$ cat src/rtl/dnn_accel_word_copy_master.sv
// dnn_accel_word_copy_master
// Avalon-MM master that copies `len` 32-bit words from src_addr to dst_addr,
// one read followed by one write per word, lowest address first.
//
// Ports
//   clk, reset            system clock, synchronous active-high reset
//   start                 command strobe, only looked at while idle
//   src_addr, dst_addr    word-aligned byte addresses (low 2 bits dropped)
//   len                   word count, 0 allowed
//   busy                  high whenever not idle
//   done                  single-cycle completion pulse
//   master_*              Avalon-MM master port (one transaction in flight)
//
// state    | meaning
// ---------+---------------------------------------------------------
// IDLE     | waiting for start, command inputs sampled here only
// RD_REQ   | read request on rd_ptr, held while waitrequest
// RD_WAIT  | read accepted, waiting for readdatavalid
// WR_REQ   | write request of captured word on wr_ptr
// DONE     | one-cycle done pulse, then back to IDLE
module dnn_accel_word_copy_master #(
  parameter int ADDR_W = 32,
  parameter int LEN_W  = 16
) (
  input  logic              clk,
  input  logic              reset,
  input  logic              start,
  input  logic [ADDR_W-1:0] src_addr,
  input  logic [ADDR_W-1:0] dst_addr,
  input  logic [LEN_W-1:0]  len,
  output logic              busy,
  output logic              done,
  output logic [ADDR_W-1:0] master_address,
  output logic              master_read,
  output logic              master_write,
  output logic [31:0]       master_writedata,
  output logic [3:0]        master_byteenable,
  input  logic [31:0]       master_readdata,
  input  logic              master_waitrequest,
  input  logic              master_readdatavalid
);

  typedef enum logic [2:0] {
    S_IDLE,
    S_RD_REQ,
    S_RD_WAIT,
    S_WR_REQ,
    S_DONE
  } state_t;

  localparam logic [ADDR_W-1:0] WORD_STEP  = ADDR_W'(4);
  localparam logic [ADDR_W-1:0] ALIGN_MASK = ~ADDR_W'(3);

  state_t             state_q;
  state_t             state_d;
  logic [ADDR_W-1:0]  rd_ptr;
  logic [ADDR_W-1:0]  wr_ptr;
  logic [LEN_W-1:0]   remaining;
  logic [31:0]        data_q;

  always_ff @(posedge clk) begin
    if (reset) begin
      state_q   <= S_IDLE;
      rd_ptr    <= '0;
      wr_ptr    <= '0;
      remaining <= '0;
      data_q    <= '0;
    end else begin
      state_q <= state_d;
      case (state_q)
        S_IDLE: begin
          if (start) begin
            rd_ptr    <= src_addr & ALIGN_MASK;
            wr_ptr    <= dst_addr & ALIGN_MASK;
            remaining <= len;
          end
        end
        S_RD_REQ: begin
          if (!master_waitrequest) begin
            rd_ptr <= rd_ptr + WORD_STEP;
          end
        end
        S_RD_WAIT: begin
          if (master_readdatavalid) begin
            data_q <= master_readdata;
          end
        end
        S_WR_REQ: begin
          if (!master_waitrequest) begin
            wr_ptr    <= wr_ptr + WORD_STEP;
            remaining <= remaining - LEN_W'(1);
          end
        end
        default: ;
      endcase
    end
  end

  always_comb begin
    state_d = state_q;
    case (state_q)
      S_IDLE: begin
        if (start) begin
          state_d = (len == '0) ? S_DONE : S_RD_REQ;
        end
      end
      S_RD_REQ: begin
        if (!master_waitrequest) begin
          state_d = S_RD_WAIT;
        end
      end
      S_RD_WAIT: begin
        if (master_readdatavalid) begin
          state_d = S_WR_REQ;
        end
      end
      S_WR_REQ: begin
        if (!master_waitrequest) begin
          state_d = (remaining == LEN_W'(1)) ? S_DONE : S_RD_REQ;
        end
      end
      S_DONE:  state_d = S_IDLE;
      default: state_d = S_IDLE;
    endcase
  end

  // Outputs decode only registered state, so no master_* input reaches a
  // master_* output within the same cycle.
  assign busy              = (state_q != S_IDLE);
  assign done              = (state_q == S_DONE);
  assign master_read       = (state_q == S_RD_REQ);
  assign master_write      = (state_q == S_WR_REQ);
  assign master_address    = (state_q == S_RD_REQ) ? rd_ptr :
                             (state_q == S_WR_REQ) ? wr_ptr : '0;
  assign master_writedata  = data_q;
  assign master_byteenable = 4'hF;

endmodule

$ cat config.mk
export PLATFORM = sky130hd
export DESIGN_NAME = dnn_accel_word_copy_master
export DESIGN_NICKNAME = d
export VERILOG_FILES = /design/src/rtl/dnn_accel_word_copy_master.sv
export SDC_FILE = /design/constraint.sdc
export NUM_CORES = 1
export LEC_CHECK = 0
export CORE_UTILIZATION = 30
export DETAILED_ROUTE_END_ITERATION = 16
export GPL_TIMING_DRIVEN = 0
export SYNTH_ARGS = -nofsm -noshare
export SYNTH_HDL_FRONTEND = slang
export SYNTH_SLANG_ARGS = --single-unit
$ cat constraint.sdc
create_clock -name clk -period 2.4 [get_ports clk]
set_input_delay 0.48 -clock clk [delete_from_list [all_inputs] [get_ports clk]]
set_output_delay 0.48 -clock clk [all_outputs]
set_load 0.1 [all_outputs]
### After elaboration in Yosys (flattened, before gate mapping)

Index checks and enable logic that the tools add are counted.

* eq/ne operators: 9
* muxes and demuxes: 18
* add/sub/neg operators: 3
* reductions and logical operators: 9

Operators by type and width (number)
* 32-bit 2-to-1 mux: 6
* 32-bit one-hot mux with 2 select lines: 2
* 32-bit by 3-bit adder with 32-bit output (second input constant): 2
* 16-bit 2-to-1 mux: 2
* 16-bit one-hot mux with 2 select lines: 1
* 3-bit 2-to-1 mux: 6
* 16-bit by 1-bit equality test with 1-bit output (second input constant): 1
* 16-bit logical NOT: 1
* 16-bit by 1-bit subtractor with 16-bit output (second input constant): 1
* 3-bit one-hot mux with 4 select lines: 1
* 2-bit != test (second input constant): 4
* 3-bit by 2-bit equality test with 1-bit output (second input constant): 2
* 3-bit AND reduction: 2
* 4-bit AND reduction: 1
* 2-bit nonzero test: 2
* 3-bit by 1-bit equality test with 1-bit output (second input constant): 1
* 3-bit equality test (second input constant): 1
* 3-bit logical NOT: 1
* 3-bit nonzero test: 1
* 2-bit AND reduction: 1

* input bits: 117
* output and inout bits: 72
* flip-flop bits (word level): 115
* word-level logic and storage cells: 44

### Depth between registers and ports, before layout

Gate-level depths: netlist of the first run.

* depth after elaboration: 4
* depth in mapped cells: 9
* gate-level depth less buffers: 6

### Worst setup path before layout of the first run

No wires, ideal clock.

* kind: register to output
* start: reg state_q[0]
* end: out master_address[12]
* path slack: -1.514 ns
* path buffers: 4
* required time: 1.920 ns
* stages on the path, launching flop included: 9
* data arrival time: 3.434 ns
* path through: dfxtp_1 > clkbuf_1 > or3b_1 > buf_2 > inv_2 > buf_2 > buf_1 > nand2_1 > o21ai_0

* elaborated cells between the ends (all ways): 4
* those cells by class: 2 x eq/ne; 2 x mux

RTL lines
* start: declaration: line 54 `state_t state_q;`
* start signal: assignment: line 69 `state_q <= state_d;`
* 3-bit by 1-bit equality test with 1-bit output
* net master_read: line 34 `output logic master_read,`
* 32-bit 2-to-1 mux: line 133 `assign master_address = (state_q == S_RD_REQ) ? rd_ptr :`
* end: declaration: line 33 `output logic [ADDR_W-1:0] master_address,`

The timed path passes the listed nets, and every way through them passes these cells.

### Final worst setup path of the first run

* start: reg state_q[1]
* end: out master_address[7]

* cells in the longest elaborated chain, start to end: 3
* elaborated cells between the ends (all ways): 4
* those cells by class: 2 x eq/ne; 2 x mux

Ends and longest elaborated chain
* 3-bit by 2-bit equality test with 1-bit output: line 134 `(state_q == S_WR_REQ) ? wr_ptr : '0;`
* 32-bit 2-to-1 mux: line 134
* 32-bit 2-to-1 mux (*): line 133

Mark *: on every way between the ends. The rest lies on a longest branch, timed or not.

==> impl_metrics.csv, run 1 <==
group,metric,value,unit
synthesis,netlist_area,6466,um2
synthesis,syn_area_per_cell,7.298,um2
clock_tree,clockRootBuffer,"clkbuf_16",
timing,max_freq,412.3,MHz
floorplan,ios,189,
clock_tree,clkSinkCount,111,
synthesis,yosysMostFrequentCell,"nand2_1",
global_routing,grtUsageTotal,0.2417,
job,timing.max_cap.violations,0,
timing,setup_viol,14,
global_routing,grt_pass1_vias,6988,
clock_tree,clk_pin_slew_worst_paths,0.08,ns
cells_and_area,nNetsFinal,1227,
cells_and_area,final_cells,1386,
timing,min_period_over_period,1.011,
worst_setup_path,worst_setup_path_start_kind,"flop",
cells_and_area,num_antenna_cells,0,
routing,vias_per_cell,5.573,
synthesis,synthTopCellsByArea,"dfxtp_1 34%, nand2_1 8.6%, a21oi_1 7.1%",
timing,whs,0.4549,ns
synthesis,synth_top_area_frac,0.3437,
routing,dr.first_iter.drc_count,608,
floorplan,dieArea,22140,um2
cells_and_area,final_area,10060,um2
synthesis,synth.ff_latch_count,111,
worst_setup_path,worstPathArrival,1.95,ns
clock_tree,insertion_delay,0.37,ns
global_routing,grt_pass1_wl,40700,um
placement,dp_hpwl,19620,um
worst_setup_path,ff2ff_setup_slack,0.10,ns
cells_and_area,nFillCells,2075,
floorplan,die_y,148.8,um
clock_tree,clk_path_buf_depth,2,
timing,maxSlewHeadroom,0.3253,
synthesis,synthCells,886,
run_status,violations,"negative setup slack",
routing,ant_nets,0,
clock_tree,numCtsBuffers,9,
placement,dp.cells,1343,
timing,hold_viol,0,
placement,place_area,8869,um2
timing,drv_slew,0,
synthesis,ys_types,72,
floorplan,floorplan.initialDensity,0.3066,
power,p_per_area,606.2,nW/um2
routing,drt_wl_total,27650,um
routing,post-route-drc-count,0,
power,power.leakage,3.736,nW
min_path,min_path_type,"flop to flop",
placement,portBuffers,178,
cells_and_area,drive_gt1_frac,0.1692,
synthesis,async_flop_share,0,
routing,wl_per_cell,19.95,um
power,ir_worst_vdd,384.2,uV
cells_and_area,utilization,0.4769,
worst_setup_path,crit_fanout,10,
timing,finalClockSkew,0.01116,ns
timing,tns,-0.1813,ns
floorplan,rows,53,
run_status,status,"finished, violations left",
timing,setup_ws,-0.02534,ns
clock_tree,cts_tree,"done",
timing,rsz0062_at_grt,"true",
synthesis,synth_flop_cell,"dfxtp_1",
floorplan,die_width,148.8,um
cells_and_area,synthToLayoutAreaGrowth,55.53,%
placement,gp_congestion,0.9311,
synthesis,yosys_warnings,0,
synthesis,synthTopCellsByCount,"148 x nand2_1, 111 x dfxtp_1, 92 x a21oi_1, 73 x nor2_1, 54 x clkbuf_1",
clock_tree,htree_levels,3,
worst_setup_path,worstPathRequired,1.92,ns
synthesis,yosysTopAreaCell,"dfxtp_1",
timing,layout_min_cycle_time,2.425,ns
synthesis,synth-seq-area-share,0.3437,
worst_setup_path,crit_path_end_kind,"primary output",
power,total_power,6.097,mW
synthesis,synth_edf_count,0,
global_routing,grt_overflow,0,
placement,place_ws,-1.754,ns
floorplan,core_area,21090,um2
worst_setup_path,crit_type,"flop to primary output",
global_routing,grt_max_degree,19,
global_routing,antenna_found_initial,0,
timing,tightest_slew,1.009,ns
routing,num_vias,7724,
routing,dr.pass1.iters,4,
final cells by class:
type,count,area (um2),area share
buffer,71,508.0,0.05051
clock buffer,10,239.0,0.02376
clock inverter,6,66.31,0.006594
inverter,15,68.82,0.006843
multi-input combinational,690,4249,0.4225
sequential,111,2230,0.2217
tap,275,344.1,0.03421
timing repair buffer,208,2352,0.2339
layout by cell type, fill, tap and decap left out, types with 20 or more instances in the layout:
cell / count
dfxtp_1: 107
buf_12: 34
nor4_1: 20
nand2_1: 141
nand3_1: 35
buf_4: 34
clkbuf_1: 32
o21ai_0: 41
a21oi_1: 92
nor3_1: 24
nor2_1: 73
clkdlybuf4s50_1: 142
a22o_4: 21
cell families after synthesis:
family / share of synthesized area
adders and majority gates: 0.007740
and+or+nand+nor: 0.2984
other: 0.001161
buffers and inverters: 0.05747
xor gates and xnor gates: 0.005419
AOI/OAI and AO/OA: 0.2692
DFF: 0.3437
muxes: 0.01703
critical path: stages (launching register included):
cell and delay, ns:
dfxtp_2 0.34, buf_6 0.13, nand3b_1 0.18, inv_2 0.11, clkbuf_16 0.18, clkbuf_16 0.17, a22o_4 0.28, buf_12 0.17
state kept, by name, indices dropped and copies added, names as in the netlist:
signal and flops:
wr_ptr 30, state_q 3, remaining 16, master_writedata 32, rd_ptr 30
power breakdown:
part	internal (mW)	switching (mW)	leakage [nW]
Combinational	0.866	1.34	2.67
Sequential	2.01	0.249	0.910
Clock	0.847	0.778	0.153
path summary, 6_finish.rpt:
path                        startpoint                    to  cells after the start
setup / recovery            state_q[1]     master_address[7]                      7
setup reg to reg            state_q[1]            wr_ptr[12]                      9
hold reg to reg   master_writedata[29]  master_writedata[29]                      2
hold / removal    master_writedata[29]  master_writedata[29]                      2
per-layer routing:
metal | track usage | share of wire | vias to the layer above
li1 | - | - | 3690
met2 | 0.3825 | 0.46 | 382
met5 | 0 | 0 | -
met3 | 0.05015 | 0.082 | 51
met1 | 0.3254 | 0.43 | 3601
met4 | 0.08265 | 0.027 | 0
what timing repair did:
action	in CTS	in global routing
endpoints found under the hold margin	0	0
gates cloned	1	3
resized for setup	365	45
setup endpoints to repair	99	68
buffers inserted	16	11
hold buffers	0	0
pin swaps	2	13
No activity file was read; power rests on OpenSTA's default activity.
==> run 2, diff against run 1 <==
--- a/config.mk
+++ b/config.mk
@@ -5,9 +5,10 @@
 export SDC_FILE = /design/constraint.sdc
 export NUM_CORES = 1
 export LEC_CHECK = 0
-export CORE_UTILIZATION = 30
+export CORE_UTILIZATION = 48
 export DETAILED_ROUTE_END_ITERATION = 16
 export GPL_TIMING_DRIVEN = 0
+export PLACE_DENSITY = 0.81
 export SYNTH_ARGS = -nofsm -noshare
 export SYNTH_HDL_FRONTEND = slang
 export SYNTH_SLANG_ARGS = --single-unit
==> run 2 against run 1 <==
Against the previous run: the run still ends with negative setup slack left; total power fell by 2.0%; final area shrank 2.6%; setup slack improved by 0.024 ns; sequential share of layout area up 0.58 points; via count up 3.5%; combinational power down 3%; die area fell by 37%; global-route usage rose by 11 points; utilization increased by 27 points; critical endpoint is now master_address[21].
==> impl_metrics.csv, run 2 (synthesis results as in run 1) <==
group,metric,value,unit
run_status,status,"finished, violations left",
run_status,violations,"negative setup slack",
worst_setup_path,ff2ff_setup_slack,0.08,ns
floorplan,floorplan.initialDensity,0.4902,
placement,dp_hpwl,17300,um
timing,rsz0062_at_grt,"true",
worst_setup_path,r2r_cells,6,
routing,post-route-drc-count,0,
clock_tree,htree_levels,3,
worst_setup_path,worst_path_max_delay_cell,"dfxtp_2",
worst_setup_path,r2r-end,"rd_ptr[18]",
routing,vias_per_cell,6.271,
global_routing,grt_overflow,0,
clock_tree,numCtsBuffers,9,
floorplan,core_area,13190,um2
routing,num_vias,7996,
cells_and_area,multi_input_area,4235,um2
cells_and_area,synthToLayoutAreaGrowth,51.47,%
routing,dr.pass1.iters,6,
clock_tree,clk_pin_slew_worst_paths,0.07,ns
timing,setup_viol,1,
timing,drv_slew,0,
worst_setup_path,crit_fanout,8,
clock_tree,cts_tree,"done",
global_routing,grt_pass1_vias,7296,
job,timing.max_cap.violations,0,
worst_setup_path,worstPathArrival,1.92,ns
power,ir_worst_vdd,451.8,uV
cells_and_area,num_antenna_cells,0,
clock_tree,clk_path_buf_depth,2,
cells_and_area,nFillCells,994,
timing,whs,0.4529,ns
floorplan,rows,42,
min_path,min_path_type,"flop to flop",
global_routing,grt_pass1_wl,38710,um
timing,setup_ws,-0.0008511,ns
routing,ant_nets,0,
worst_setup_path,crit_chain,"buf_8 > nand3b_1 > inv_2 > clkbuf_16 > clkbuf_16 > a22o_4 > buf_12",
floorplan,dieArea,13940,um2
timing,maxSlewHeadroom,0.3362,
power,power.leakage,3.623,nW
floorplan,die_width,118.1,um
routing,wl_per_cell,19.86,um
cells_and_area,regArea,2228,um2
timing,max_freq,416.5,MHz
placement,gp_congestion,0.9541,
clock_tree,clkSinkCount,111,
worst_setup_path,critPathMostFrequentCell,"clkbuf_16",
cells_and_area,utilization,0.7426,
worst_setup_path,worstReg2RegStart,"rd_ptr[2]",
cells_and_area,nNetsFinal,1215,
worst_setup_path,worstPathRequired,1.92,ns
min_path,hold_end,"master_writedata[0]",
timing,finalClockSkew,0.006602,ns
floorplan,ios,189,
cells_and_area,drive_gt1_frac,0.1538,
worst_setup_path,max_stage_delay,0.37,ns
cells_and_area,final_common_cell,"nand2_1",
routing,drt_wl_total,25320,um
power,p_per_area,610.0,nW/um2
cells_and_area,largest_register_ff_count,32,
worst_setup_path,worst_setup_path_start_kind,"flop",
routing,dr.first_iter.drc_count,867,
min_path,hold_start,"master_writedata[0]",
global_routing,antenna_found_initial,0,
timing,layout_min_cycle_time,2.401,ns
timing,tns,-0.0008511,ns
timing,tightest_slew,0.9926,ns
global_routing,grtUsageTotal,0.3528,
clock_tree,clockRootBuffer,"clkbuf_16",
clock_tree,insertion_delay,0.37,ns
worst_setup_path,crit_type,"flop to primary output",
floorplan,die_y,118.1,um
worst_setup_path,crit_path_end_kind,"primary output",
placement,portBuffers,178,
timing,min_period_over_period,1.000,
global_routing,grt_max_degree,19,
min_path,holdPathStages,2,
timing,hold_viol,0,
cells_and_area,final_cell_mix,"144 x nand2_1, 143 x clkdlybuf4s50_1, 108 x dfxtp_1",
-- run 2: area by class of cell --
type / instances / share of cell area
Buffer: 70 / 0.04893
Sequential cell: 111 / 0.2275
Tap cell: 176 / 0.02248
Clock buffer: 9 / 0.02299
Timing Repair Buffer: 198 / 0.2311
Clock inverter: 7 / 0.007537
Inverter: 15 / 0.007026
Multi-Input combinational cell: 689 / 0.4324
-- run 2: timing repair --
action	4_1_cts	5_1_grt
setup buffers	7	11
resized for setup	358	31
pin swaps	16	3
hold buffers	0	0
cloned	2	0
endpoints found under the setup margin	96	88
-- run 2: worst max path at each step --
| stage | endpoint | cells after the start | start | slack, ns |
|---|---|---|---|---|
| global route | master_address[21] | 7 | state_q[2] | -0.05 |
| finish | master_address[21] | 7 | state_q[2] | -0.0009 |
| floorplan | master_address[15] | 5 | state_q[0] | -0.64 |
| CTS | master_address[21] | 7 | state_q[2] | -0.05 |
| global placement | master_address[3] | 7 | state_q[2] | -1.63 |
| detailed placement | master_address[3] | 7 | state_q[2] | -1.61 |
-- run 2: metrics by stage --
stage | area (um2) | power (mW) | setup WS, ns | std cells
5_1_grt | 9794 | 6.178 | -0.04609 | 1275
6_report | 9794 | 5.975 | -0.0008511 | 1275
4_1_cts | 9688 | 5.858 | -0.05080 | 1266
2_1_floorplan | 6743 | 3.523 | -0.6408 | 890
3_3_place_gp | 8745 | 4.130 | -1.633 | 1244
3_5_place_dp | 8745 | 4.147 | -1.611 | 1244
-- run 2: metal layers --
metal,global-route usage,vias up,routed length (um)
met5,0,-,0
met4,0.1755,0,1167
met3,0.08188,104,2772
met2,0.5643,540,11500
met1,0.4441,3699,9886
li1,-,3653,-
-- run 2: where the power goes --
part | total, mW | internal (mW) | switching (mW)
sequential | 2.27 | 2.01 | 0.255
clock | 1.57 | 0.813 | 0.754
combinational | 2.14 | 0.818 | 1.32
total | 5.97 | 3.64 | 2.33
-- run 2: critical path: cells and delay by family (launching register included) --
kind,cells,cell delay [ns]
and+or+nand+nor,1,0.20
AOI/OAI and AO/OA,1,0.26
DFF,1,0.37
buffers and inverters,5,0.72
